[src/rtl/port_wr_sgdma.sv]
// port_wr_sgdma: buffers packet words in a small FIFO and writes them to an MMU
// page, one word per address starting at an externally supplied base address.
// Packets longer than MAX_WORDS are truncated and the tail is drained.
// Optional ready-wait timeout enabled by defining PORT_WR_TIMEOUT_EN.
`timescale 1ns/1ps

`ifndef DATA_DWIDTH
`define DATA_DWIDTH 32
`endif
`ifndef ADDR_WIDTH
`define ADDR_WIDTH 16
`endif

module port_wr_sgdma #(
    parameter int FIFO_DEPTH = 16,
    parameter int MAX_WORDS  = 64,
    parameter int TO_LIMIT   = 255
) (
    input  logic                    i_clk,
    input  logic                    i_rst,
    input  logic                    i_dat_vld,
    input  logic [`DATA_DWIDTH-1:0] i_dat,
    input  logic                    i_dat_sop,
    input  logic                    i_dat_eop,
    output logic                    o_dat_rdy,
    input  logic                    i_base_vld,
    input  logic [`ADDR_WIDTH-1:0]  i_base_addr,
    output logic                    o_base_rdy,
    output logic                    o_mmu_wr_req,
    output logic [`ADDR_WIDTH-1:0]  o_mmu_wr_addr,
    output logic [`DATA_DWIDTH-1:0] o_mmu_wr_dat,
    input  logic                    i_mmu_wr_ready,
    output logic                    o_pkt_done,
    output logic [6:0]              o_pkt_len,
    output logic                    o_err,
    output logic                    o_busy
);

    localparam int DW = `DATA_DWIDTH;
    localparam int AW = `ADDR_WIDTH;
    localparam int PW = $clog2(FIFO_DEPTH);
    localparam logic [6:0] LAST_IDX = 7'(MAX_WORDS - 1);

    typedef enum logic [2:0] {IDLE, ADDR, XFER, DONE, DRAIN} state_t;

    state_t state;

    // FIFO entry: {sop, eop, data}
    logic [DW+1:0] mem [FIFO_DEPTH];
    logic [PW:0]   wr_ptr;
    logic [PW:0]   rd_ptr;
    logic          empty;
    logic          full;
    logic          push;
    logic          pop;
    logic [DW+1:0] head;
    logic          head_sop;
    logic          head_eop;
    logic [DW-1:0] head_dat;

    logic [AW-1:0] base;
    logic [6:0]    idx;
    logic          err_q;
    logic          req;
    logic          xfer;

`ifdef PORT_WR_TIMEOUT_EN
    localparam logic [7:0] TO_LAST = 8'(TO_LIMIT - 1);
    logic [7:0] to_cnt;
`endif

    // ------------------------------------------------------------------
    // Input FIFO
    // ------------------------------------------------------------------
    // Extra pointer MSB distinguishes full from empty when the indices match.
    assign empty    = (wr_ptr == rd_ptr);
    assign full     = (wr_ptr[PW] != rd_ptr[PW]) &&
                      (wr_ptr[PW-1:0] == rd_ptr[PW-1:0]);
    assign o_dat_rdy = !full && !i_rst;
    assign push     = i_dat_vld && o_dat_rdy;

    assign head     = mem[rd_ptr[PW-1:0]];
    assign head_sop = head[DW+1];
    assign head_eop = head[DW];
    assign head_dat = head[DW-1:0];

    // Storage array write port.
    // NOTE: the data array has no reset; the pointers alone define which entries are valid.
    always_ff @(posedge i_clk) begin
        if (push) begin
            mem[wr_ptr[PW-1:0]] <= {i_dat_sop, i_dat_eop, i_dat};
        end
    end

    // FIFO pointer update; a word pushed into an empty FIFO is only visible next cycle.
    always_ff @(posedge i_clk) begin
        if (i_rst) begin
            wr_ptr <= '0;
            rd_ptr <= '0;
        end else begin
            // NOTE: sequential state uses non-blocking assignments so every flop samples pre-edge values.
            if (push) wr_ptr <= wr_ptr + 1'b1;
            if (pop)  rd_ptr <= rd_ptr + 1'b1;
        end
    end

    // ------------------------------------------------------------------
    // Write channel
    // ------------------------------------------------------------------
    // Request is a decode of registered state and FIFO occupancy, so it stays
    // stable (with address and data) until the MMU takes the word.
    assign req  = (state == XFER) && !empty;
    assign xfer = req && i_mmu_wr_ready;

    assign o_mmu_wr_req  = req;
    assign o_mmu_wr_addr = base + AW'(idx);
    assign o_mmu_wr_dat  = req ? head_dat : '0;

    assign o_base_rdy = (state == ADDR) && i_base_vld;
    assign o_pkt_done = (state == DONE);
    assign o_pkt_len  = (state == DONE) ? idx : 7'd0;
    assign o_err      = err_q;
    assign o_busy     = (state != IDLE);

    // FIFO pop decision per state.
    always_comb begin
        // NOTE: default first so no path through the case leaves pop unassigned (no latch).
        pop = 1'b0;
        case (state)
            IDLE:    pop = !empty && !head_sop;
            XFER:    pop = xfer;
            DRAIN:   pop = !empty;
            default: pop = 1'b0;
        endcase
    end

    // Packet sequencing FSM with registered error pulse, base and word index.
    always_ff @(posedge i_clk) begin
        if (i_rst) begin
            state <= IDLE;
            base  <= '0;
            idx   <= '0;
            err_q <= 1'b0;
`ifdef PORT_WR_TIMEOUT_EN
            to_cnt <= '0;
`endif
        end else begin
            err_q <= 1'b0;
            case (state)
                IDLE: begin
                    if (!empty) begin
                        if (head_sop) begin
                            state <= ADDR;
                        end else begin
                            // Orphan word: popped by the comb block, flagged here.
                            err_q <= 1'b1;
                        end
                    end
                end

                ADDR: begin
                    if (i_base_vld) begin
                        base  <= i_base_addr;
                        idx   <= '0;
                        state <= XFER;
                    end
                end

                XFER: begin
                    if (xfer) begin
                        idx <= idx + 7'd1;
`ifdef PORT_WR_TIMEOUT_EN
                        to_cnt <= '0;
`endif
                        if (head_eop) begin
                            state <= DONE;
                        end else if (idx == LAST_IDX) begin
                            err_q <= 1'b1;
                            state <= DRAIN;
                        end
                    end
`ifdef PORT_WR_TIMEOUT_EN
                    else if (req) begin
                        // Request pending with ready low: give up after TO_LIMIT cycles,
                        // leaving the head word unwritten for DRAIN to discard.
                        if (to_cnt == TO_LAST) begin
                            to_cnt <= '0;
                            err_q  <= 1'b1;
                            state  <= DRAIN;
                        end else begin
                            to_cnt <= to_cnt + 8'd1;
                        end
                    end
`endif
                end

                DRAIN: begin
                    if (!empty && head_eop) begin
                        state <= DONE;
                    end
                end

                DONE: begin
                    state <= IDLE;
                end

                default: state <= IDLE;
            endcase
        end
    end

endmodule

[config.mk]
export PLATFORM = sky130hd
export DESIGN_NAME = port_wr_sgdma
export DESIGN_NICKNAME = d
export VERILOG_FILES = /design/src/rtl/port_wr_sgdma.sv
export SDC_FILE = /design/constraint.sdc
export NUM_CORES = 1
export LEC_CHECK = 0
export CAP_MARGIN = 20
export CORE_UTILIZATION = 45
export CTS_CLUSTER_SIZE = 8
export DETAILED_ROUTE_END_ITERATION = 16
export PLACE_DENSITY = 0.67
export SYNTH_ARGS = -nofsm -noshare
export SYNTH_HDL_FRONTEND = slang
export SYNTH_SLANG_ARGS = --single-unit
[constraint.sdc]
create_clock -name i_clk -period 4.33 [get_ports i_clk]
set_input_delay 0.866 -clock i_clk [delete_from_list [all_inputs] [get_ports i_clk]]
set_output_delay 0.866 -clock i_clk [all_outputs]
set_load 0.03 [all_outputs]
==> implementation parameters <==
Parameter                              Value

Status
  Run status    finished clean

Min path
  Hold Crit Class    reg -> reg

Clock network
  Clk slew on worst S/H paths    0.05 ns
  Count of instances resized after the clock tree is built    3
  Clock root buffer    sky130_fd_sc_hd__clkbuf_16
  Clock tree from TritonCTS    built
  Clock buffers created by TritonCTS    83
  # H-tree levels    3
  Latest clock arrival within the worst-skew pair    0.62 ns
  CTS hold repair buffers    0
  Maximum count of clock buffers along a single path    3
  Post-CTS setup-driven buffer insertion count    0
  Clk sinks    585

Drt
  Vias/cell    5.71
  Antenna Violating Nets Remaining    0
  TritonRoute pass-1 iters    5
  Vias post-DR    11.4k
  DRC marker count from the first detailed-route iteration    802
  DRT Wirelength    50.1 mm
  Drt wl/cell    25.1 um
  DRC violations left    0

Critical path
  Most frequent cell on the critical path    sky130_fd_sc_hd__mux4_2
  Delay-heaviest family, CP    multiplexers
  Worst-path cell chain    buf_16 > mux4_2 > mux4_2 > and2_1 > clkdlybuf4s50_1
  Crit-path max cell delay    0.60 ns
  Critical Path Slowest Stage Cell    sky130_fd_sc_hd__clkdlybuf4s50_1
  Buffering stage count on the worst path with inverters included    2
  FF-to-FF setup slack    1.50 ns
  Maximum fanout encountered on the critical timing path    52
  Type of the setup path with the least slack    reg -> out
  Nature of the critical path startpoint    register
  Setup crit end kind    output pin
  Required arrival time at the worst endpoint    3.46 ns
  Arrival time of the worst setup path    3.33 ns

Floorplanning
  Horizontal die dimension    228 um
  Cell Rows    82
  Num ports    116
  Die ar.    52100 um2
  Floorplan Core Area    50300 um2
  Die extent in y    228 um
  Initial cell density of the core    0.458

Place
  Half-perimeter wire length after detailed placement    27.3 mm
  Post-placement cell area    25400 um2
  RePlAce Congestion    0.785
  Worst Setup Slack post-DPL    0.568 ns
  Number of cells in the design after placement    1879
  Count of input and output buffers    115

Power and ir drop
  Maximum vdd ir drop    342 uV
  Static leakage    8.82 nW
  Areal power density over the cells    483 nW/um2
  Pwr Total    0.0134 W

Global route
  Largest net degree at the start of global routing    53
  Number of global-route vias before repair    12.0k
  Global Route Usage Sum    0.197
  Initial antenna violation count    3
  First-pass GRT wire length    75.4 mm
  Sum of overflow across all layers after global routing    0

STA
  Min Tclk post-route    4.19 ns
  PnR worst setup slack    0.135 ns
  Highest achievable clock rate    0.238 GHz
  Number of max-slew violations in the final report    0
  Setup repair after global routing missed its margin    yes
  Setup-failing EPs final    0
  Minimum hold slack    0.460 ns
  Final cycle utilization of the critical path    0.969
  Slew Limit Headroom    0.566
  Worst slew pin tran    0.649 ns
  Setup Skew    0.0247 ns
  Final Hold Fails    0

Synth
  Number of synthesis warnings    0
  Most used standard cell by instance count after synthesis    sky130_fd_sc_hd__edfxtp_1
  List of most frequent post-synthesis cells    544 x sky130_fd_sc_hd__edfxtp_1, 169 x sky130_fd_sc_hd__mux4_2, 57 x sky130_fd_sc_hd__nand2_1
  Post-synthesis sequential element count    585
  Number of enable-type register cells in the synthesized netlist    544
  Flip-flop cell with the highest count after synthesis    sky130_fd_sc_hd__edfxtp_1
  Number of standard cells after synthesis    1101
  Main area contributors after synthesis    sky130_fd_sc_hd__edfxtp_1 71%, sky130_fd_sc_hd__mux4_2 17%, sky130_fd_sc_hd__dfxtp_1 3.6%
  Area share of the largest cell type after synthesis    0.709
  Synthesized area    23000 um2
  Share of synthesized registers carrying an async set or reset    0
  Net Count, Synth    1170
  Area leader, netlist    sky130_fd_sc_hd__edfxtp_1
  Synthesized area per cell    20.9 um2
  Part of the Yosys area used for sequential elements    0.745
  Unique cell type count in the Yosys netlist    52

Final layout
  Post-Layout Cell Count    1994
  Share of layout cells above drive strength 1    0.260
  Layout filler cell count    3835
  Final Instance Area    27800 um2
  Net count of the finished layout    1361
  Layout Area Growth over Synthesis    20.6%

Run
  Number of violations of the max-capacitance limit    0
[flip-flops by register name (all words and copies together) (netlist names), named ones only]
name    count
mem       544
idx         7
state       3
base       16
rd_ptr      5
o_err       1
wr_ptr      5
[layout make-up]
| type | count | area, um2 | area share |
|---|---|---|---|
| sequential | 585 | 17200 | 0.618 |
| multi-input combinational | 451 | 5730 | 0.206 |
| clock buffer | 107 | 2190 | 0.0788 |
| timing repair buffer | 161 | 1680 | 0.0605 |
| tap | 672 | 841 | 0.0303 |
| clock inverter | 7 | 120 | 0.00433 |
| inverter | 10 | 37.5 | 0.00135 |
| antenna | 1 | 2.50 | 0.0000901 |
[layout by cell type, fill, tap and decap left out, types with 5 or more instances in the layout]
cell type                         instances
sky130_fd_sc_hd__edfxtp_1               544
sky130_fd_sc_hd__mux4_2                 169
sky130_fd_sc_hd__clkdlybuf4s50_1        105
sky130_fd_sc_hd__clkbuf_16               84
sky130_fd_sc_hd__nand2_1                 57
sky130_fd_sc_hd__and2_1                  39
sky130_fd_sc_hd__dfxtp_1                 35
sky130_fd_sc_hd__buf_4                   34
sky130_fd_sc_hd__a21oi_1                 25
sky130_fd_sc_hd__clkbuf_1                23
sky130_fd_sc_hd__nor2_1                  20
sky130_fd_sc_hd__xor2_1                  15
sky130_fd_sc_hd__xnor2_1                 13
sky130_fd_sc_hd__ha_1                    13
sky130_fd_sc_hd__nor2_4                  11
sky130_fd_sc_hd__buf_12                  11
sky130_fd_sc_hd__dlymetal6s2s_1          10
sky130_fd_sc_hd__nor3_1                   9
sky130_fd_sc_hd__nand2b_1                 8
sky130_fd_sc_hd__inv_1                    7
sky130_fd_sc_hd__o211ai_1                 6
sky130_fd_sc_hd__and3_1                   5
sky130_fd_sc_hd__nand4_1                  5
[kinds of logic after synthesis]
kind of cell               synth area share
buffers and inverters                0.0124
DFF                                   0.745
adders and majority gates           0.00793
xor gates and xnor gates             0.0107
muxes                                 0.169
and+or+nand+nor                      0.0377
AOI/OAI and AO/OA                    0.0177
[path summary, 6_finish.rpt]
path                          startpoint                   end  cells past startpoint
setup reg to reg  wr_ptr[3]$_SDFFE_PP0P_  mem[5][23]$_DFFE_PP_                      7
setup / recovery                register      o_mmu_wr_dat[24]                      5
hold / removal      base[0]$_SDFFE_PP0P_  base[0]$_SDFFE_PP0P_                      2
hold reg to reg     base[0]$_SDFFE_PP0P_  base[0]$_SDFFE_PP0P_                      2
[power breakdown]
group | total [W] | internal, W | switching [W]
Clock | 0.00574 | 0.00350 | 0.00224
Combinational | 0.00134 | 0.000690 | 0.000650
Sequential | 0.00633 | 0.00626 | 0.0000662
[per-layer routing]
metal / global-route usage / vias up / part of all wire
li1: - / 4897 / -
met5: 0 / - / 0.00050
met3: 0.0425 / 94 / 0.059
met2: 0.320 / 366 / 0.50
met4: 0.0669 / 4 / 0.025
met1: 0.267 / 6018 / 0.42
[per-stage QoR]
stage / util / TNS (ns)
final: 0.552 / 0
after global routing: 0.552 / -0.00250
after CTS: 0.552 / 0
after detailed placement: 0.506 / 0
after global placement: 0.506 / 0
after floorplan: - / 0
[worst reg2reg max path: stages (launching register included)]
cell                      delay (ns)
sky130_fd_sc_hd__dfxtp_2        0.55
sky130_fd_sc_hd__xor2_1         0.27
sky130_fd_sc_hd__nor4_4         0.12
sky130_fd_sc_hd__a21oi_1        0.18
sky130_fd_sc_hd__buf_4          0.19
sky130_fd_sc_hd__nand2_1        0.27
sky130_fd_sc_hd__nor2_4         0.60
sky130_fd_sc_hd__buf_12         0.31
Note: power is estimated with default switching activity, not from simulation.
